File: config.mk
export PLATFORM = sky130hd
export DESIGN_NAME = adc_scan_ctrl
export DESIGN_NICKNAME = d
export VERILOG_FILES = /design/src/rtl/adc_scan_ctrl.sv
export SDC_FILE = /design/constraint.sdc
export NUM_CORES = 1
export LEC_CHECK = 0
export ABC_AREA = 1
export BUFFER_PORTS_ARGS = -buffer_cell sky130_fd_sc_hd__buf_2
export CAP_MARGIN = 30
export CORE_ASPECT_RATIO = 0.75
export CORE_MARGIN = 8
export CORE_UTILIZATION = 53
export DETAILED_ROUTE_END_ITERATION = 8
export PLACE_DENSITY = 0.75
export SLEW_MARGIN = 10
export SYNTH_ARGS = -nofsm -noshare
export SYNTH_HDL_FRONTEND = slang
export SYNTH_SLANG_ARGS = --single-unit
File: constraint.sdc
create_clock -name clk -period 1.8 [get_ports clk]
set_input_delay 0.36 -clock clk [delete_from_list [all_inputs] [get_ports clk]]
set_output_delay 0.36 -clock clk [all_outputs]
set_load 0.02 [all_outputs]
File: src/rtl/adc_scan_ctrl.sv
// ============================================================================
// adc_scan_ctrl : multi-channel TLC2543 scan sequencer with per-channel averaging
// Rev 1.0 : initial release
// ============================================================================
`default_nettype none

module adc_scan_ctrl #(
  parameter int N_CH     = 8,
  parameter int AVG_LOG2 = 2,
  parameter int GAP      = 20,
  parameter int TIMEOUT  = 2000
) (
  input  logic        clk,
  input  logic        rst_n,
  input  logic        scan_en,
  output logic        adc_start,
  output logic [7:0]  adc_din,
  input  logic [11:0] adc_dout,
  input  logic        adc_done,
  output logic [11:0] ch_data,
  output logic [3:0]  ch_idx,
  output logic        ch_valid,
  output logic        scan_done,
  output logic        busy,
  output logic        err
);

  localparam int         N_FR    = N_CH * (1 << AVG_LOG2) + 1;
  localparam int         ACC_W   = 12 + AVG_LOG2;
  localparam int         TO_W    = $clog2(TIMEOUT + 2);
  localparam int         GAP_W   = $clog2(GAP + 1);
  localparam logic [7:0] SMASK   = 8'((1 << AVG_LOG2) - 1);
  localparam logic [7:0] LAST_FR = 8'(N_FR - 1);
  localparam logic [7:0] END_FR  = 8'(N_FR);

  typedef enum logic [2:0] {
    S_IDLE  = 3'd0,
    S_ISSUE = 3'd1,
    S_WAIT  = 3'd2,
    S_EMIT  = 3'd3,
    S_GAP   = 3'd4
  } state_t;

  state_t             state_q, state_d;
  logic [7:0]         frame_q, frame_d;
  logic [TO_W-1:0]    to_q, to_d;
  logic [GAP_W-1:0]   gap_q, gap_d;
  logic [ACC_W-1:0]   acc_q, acc_d;
  logic [7:0]         din_q, din_d;
  logic [11:0]        data_q, data_d;
  logic [3:0]         idx_q, idx_d;
  logic               err_q, err_d;
  logic               sdone_q, sdone_d;

  logic [7:0]         w_fm1;
  logic [7:0]         w_samp;
  logic [ACC_W-1:0]   w_acc_sum;

  // Last frame of the scan addresses the self-test input so the final real sample is flushed out.
  function automatic logic [7:0] cmd_byte(input logic [7:0] f);
    if (f == LAST_FR) return {4'hB, 2'b00, 1'b0, 1'b0};
    return {4'(f >> AVG_LOG2), 2'b00, 1'b0, 1'b0};
  endfunction

  // The result of the current frame belongs to the previous frame's channel.
  assign w_fm1     = frame_q - 8'd1;
  assign w_samp    = w_fm1 & SMASK;
  assign w_acc_sum = (w_samp == 8'd0) ? ACC_W'(adc_dout) : acc_q + ACC_W'(adc_dout);

  always_comb begin
    state_d = state_q;
    frame_d = frame_q;
    to_d    = '0;
    gap_d   = '0;
    acc_d   = acc_q;
    din_d   = din_q;
    data_d  = data_q;
    idx_d   = idx_q;
    err_d   = err_q;
    sdone_d = 1'b0;
    case (state_q)
      S_IDLE: begin
        // The scan_done cycle is not a start opportunity, giving a 2-cycle turnaround.
        if (scan_en && !sdone_q) begin
          state_d = S_ISSUE;
          frame_d = 8'd0;
          err_d   = 1'b0;
          din_d   = cmd_byte(8'd0);
        end
      end
      S_ISSUE: begin
        to_d    = TO_W'(1);
        state_d = S_WAIT;
      end
      S_WAIT: begin
        if (adc_done) begin
          frame_d = frame_q + 8'd1;
          state_d = S_GAP;
          if (frame_q != 8'd0) begin
            acc_d = w_acc_sum;
            if (w_samp == SMASK) begin
              data_d  = w_acc_sum[11+AVG_LOG2:AVG_LOG2];
              idx_d   = 4'(w_fm1 >> AVG_LOG2);
              state_d = S_EMIT;
            end
          end
        end else if (to_q == TO_W'(TIMEOUT)) begin
          err_d   = 1'b1;
          state_d = S_IDLE;
        end else begin
          to_d = to_q + TO_W'(1);
        end
      end
      S_EMIT: state_d = S_GAP;
      S_GAP: begin
        if (gap_q == GAP_W'(GAP - 1)) begin
          if (frame_q == END_FR) begin
            sdone_d = 1'b1;
            state_d = S_IDLE;
          end else begin
            state_d = S_ISSUE;
            din_d   = cmd_byte(frame_q);
          end
        end else begin
          gap_d = gap_q + GAP_W'(1);
        end
      end
      default: state_d = S_IDLE;
    endcase
  end

  always_ff @(posedge clk) begin
    if (!rst_n) begin
      state_q <= S_IDLE;
      frame_q <= '0;
      to_q    <= '0;
      gap_q   <= '0;
      acc_q   <= '0;
      din_q   <= '0;
      data_q  <= '0;
      idx_q   <= '0;
      err_q   <= 1'b0;
      sdone_q <= 1'b0;
    end else begin
      state_q <= state_d;
      frame_q <= frame_d;
      to_q    <= to_d;
      gap_q   <= gap_d;
      acc_q   <= acc_d;
      din_q   <= din_d;
      data_q  <= data_d;
      idx_q   <= idx_d;
      err_q   <= err_d;
      sdone_q <= sdone_d;
    end
  end

  assign adc_start = (state_q == S_ISSUE);
  assign ch_valid  = (state_q == S_EMIT);
  assign busy      = (state_q != S_IDLE);
  assign adc_din   = din_q;
  assign ch_data   = data_q;
  assign ch_idx    = idx_q;
  assign err       = err_q;
  assign scan_done = sdone_q;

endmodule

`default_nettype wire

==> run summary <==
Crit path top cell by count: nand3_2
Die Wd: 112 um
Starting Density: 0.544
Hold/Removal Path Class: in2reg
Post-DP Area: 0.00409 mm^2
Max-cap violations: 0
Row count: 26
Final Hold Fails: 0
Critical-path cell list: ha_4 -> fa_2 -> nand3_2 -> nand3_4 -> nand2_2 -> nand2_1 -> or2_4 -> nand3_2 -> nand3_2 -> nand2_1 -> inv_1
Crit path kind: reg2reg
Vias: 3,523
WP data required: 2050 ps
Crit-path max cell delay: 360 ps
IO buf count: 40
Grt total ovfl: 0
Largest net degree at the start of global routing: 28
WL/cell: 13.7 um
Setup ws final: 63.1 ps
Area grow syn2layout: 19.3%
RSZ-0062 raised after global routing: yes
CORE AREA: 0.00680 mm^2
Startpoint type of the worst setup path: register
Total GRT Usage: 0.189
Static Leakage: 2.15 nW
Drt initial violations: 210
Number of routed nets with antenna violations: 0
CTS tree: done
Outcome: finished, final reports clean
Worst VDD drop: 577 uV
Post-Route WL: 9.32 mm
Die height: 88.4 um
I/O pins: 45
Number of synthesized register bits: 63
Via-to-Cell Ratio: 5.17
Syn avg cell area: 6.97 um^2
Vias in the first global route: 3,342
Root Buffer: clkbuf_8
Crit. End Element: register
Largest delay share family, worst path: simple AND/OR/NAND/NOR gates
Clk slew on worst S/H paths: 70 ps
# DRC: 0
Dpl ws: -159 ps
Final setup violation count: 0
Fin crit share: 0.965
# hold bufs at CTS: 0
Yosys top cell by area: dfxtp_1
1st-pass router iterations: 4
Cell Pwr Density: 968 mW/mm^2
Max Freq: 576 MHz
First-pass GRT wire length: 15.3 mm
Cell Area, Synth: 0.00370 mm^2
Top-area cell type share of the netlist area: 0.341
Largest cells by area after synthesis: dfxtp_1 (34%), nand2_1 (12%), inv_1 (7.0%)
TritonCTS sink count: 63
Max clock buf depth: 2
Critical path arrival: 1990 ps
Crit path max fanout: 5
DP HPWL: 6.77 mm
Clock buffer count from CTS: 9
Gate Count Post-Synth: 531
CP bufs+invs: 1
Sequential area share after synthesis: 0.341
Netlist cell types: 44
Setup TNS Final: 0 ps
Initial antenna violation count: 0
Max-slew violations: 0
Synth warn: 0
Die area: 0.00994 mm^2
Design Area, Final: 0.00442 mm^2
Diode count: 0
Clock latency on the worst-skew pair: 340 ps
GP Congestion: 0.917
Fin Hold WS: 289 ps
Layout Skew: 8.37 ps
R2r setup slk: 60 ps
Power after layout: 4.27 mW
H-tree levels: 3
Layout Nets: 631
Period minus WS final: 1740 ps
Slowest stage cell, crit path: fa_2
Share of layout cells above drive strength 1: 0.236
Fillers: 624
layout make-up:
| cell class | count | area (um^2) | area share |
|---|---|---|---|
| timing repair buffer | 64 | 380 | 0.0861 |
| inverter | 77 | 295 | 0.0669 |
| clock buffer | 11 | 141 | 0.0320 |
| tap | 84 | 105 | 0.0238 |
| sequential | 63 | 1260 | 0.286 |
| multi-input combinational | 379 | 2160 | 0.489 |
| clock inverter | 4 | 70.1 | 0.0159 |
kinds of logic (layout without fill, tap and decap cells):
kind of cell | after synthesis | after routing | synth area share
compound gates | 79 | 79 | 0.122
xor+xnor | 10 | 10 | 0.0237
fa+ha+maj | 21 | 21 | 0.0730
buf+inv | 93 | 156 | 0.109
flops | 63 | 63 | 0.341
other cells | 1 | 4 | 0.00101
simple gates | 264 | 265 | 0.331
layer usage:
layer | vias to the layer above | GRT usage | wire length (um)
met5 | - | 0 | 0
met3 | 11 | 0.0498 | 562
met4 | 0 | 0.0598 | 128
met1 | 1603 | 0.243 | 4540
met2 | 80 | 0.304 | 4090
li1 | 1829 | - | -
report_power, final:
part           internal [mW]  switching (mW)  total (mW)
Clock                  0.806           0.543        1.35
Combinational          0.457           0.895        1.35
Sequential              1.49          0.0856        1.57
path summary, 6_finish.rpt:
kind,start,end,cells past startpoint
setup / recovery,acc_q[0],ch_data[4],11
hold / removal,rst_n,to_q[0],3
setup reg to reg,acc_q[0],ch_data[4],11
hold reg to reg,gap_q[0],gap_q[0],1
tightest hold or removal path: cells and delay by family:
kind            cells  cell delay (ps)
simple gates        1               60
buf+inv             1              120
compound gates      1               60
cell usage in the layout (no fill, tap or decap), types with 3 or more instances in the layout:
cell and count:
nand2_1 115, inv_1 68, dfxtp_1 61, nor2_1 50, buf_2 40, nand3_1 39
a21oi_1 34, buf_4 24, o21ai_1 16, ha_1 16, nand3_2 11, nor3_1 10
clkbuf_8 10, nor2_2 9, xor2_1 8, o21a_1 8, inv_2 7, o21ai_0 7
nand4_1 6, nand2_2 5, conb_1 4, nor2_4 3, o21ai_2 3, nand2_4 3
clkinv_2 3, or2_2 3, nor3_2 3, a31oi_1 3
cells in the mapped netlist:
library cell,instances
a211oi_1,2
conb_1,1
buf_1,1
o21ai_0,8
nand3_1,46
nor2_4,3
o21a_1,8
o211ai_1,1
fa_1,1
a21oi_1,35
nand2_4,3
o21ai_2,3
buf_6,2
nand3_2,5
or2_2,4
nor2_1,55
nor2_2,3
nor4_2,1
clkbuf_1,5
o31ai_1,1
nand2_2,3
buf_8,1
xnor2_1,2
o211a_1,1
a21oi_2,1
dfxtp_1,63
clkinv_2,1
buf_2,2
xor2_1,8
inv_6,1
o21bai_1,1
a31oi_1,3
ha_1,20
nor4_1,3
buf_4,5
o21ai_1,15
nand4_1,6
nor3b_2,1
nor3_1,10
inv_2,6
nand2_1,117
and3_1,1
nor3_2,3
inv_1,69
state kept, by name, summed over array words and instances (netlist names):
| register | flops |
|---|---|
| ch_idx | 4 |
| gap_q | 5 |
| err | 1 |
| to_q | 11 |
| adc_din | 4 |
| acc_q | 14 |
| frame_q | 8 |
| scan_done | 1 |
| state_q | 3 |
| ch_data | 12 |
stage by stage:
stage	utilization	instances
6_report	0.649	682
3_3_place_gp	0.601	661
4_1_cts	0.632	676
2_1_floorplan	-	534
3_5_place_dp	0.601	661
5_1_grt	0.649	682
what timing repair did:
item / CTS / global route
endpoints found under the setup margin: 3 / 23
buffers inserted: 0 / 5
gates resized for setup: 1 / 20
pin swaps: 1 / 3
cloned: 0 / 1
(Power assumes the default switching activity.)
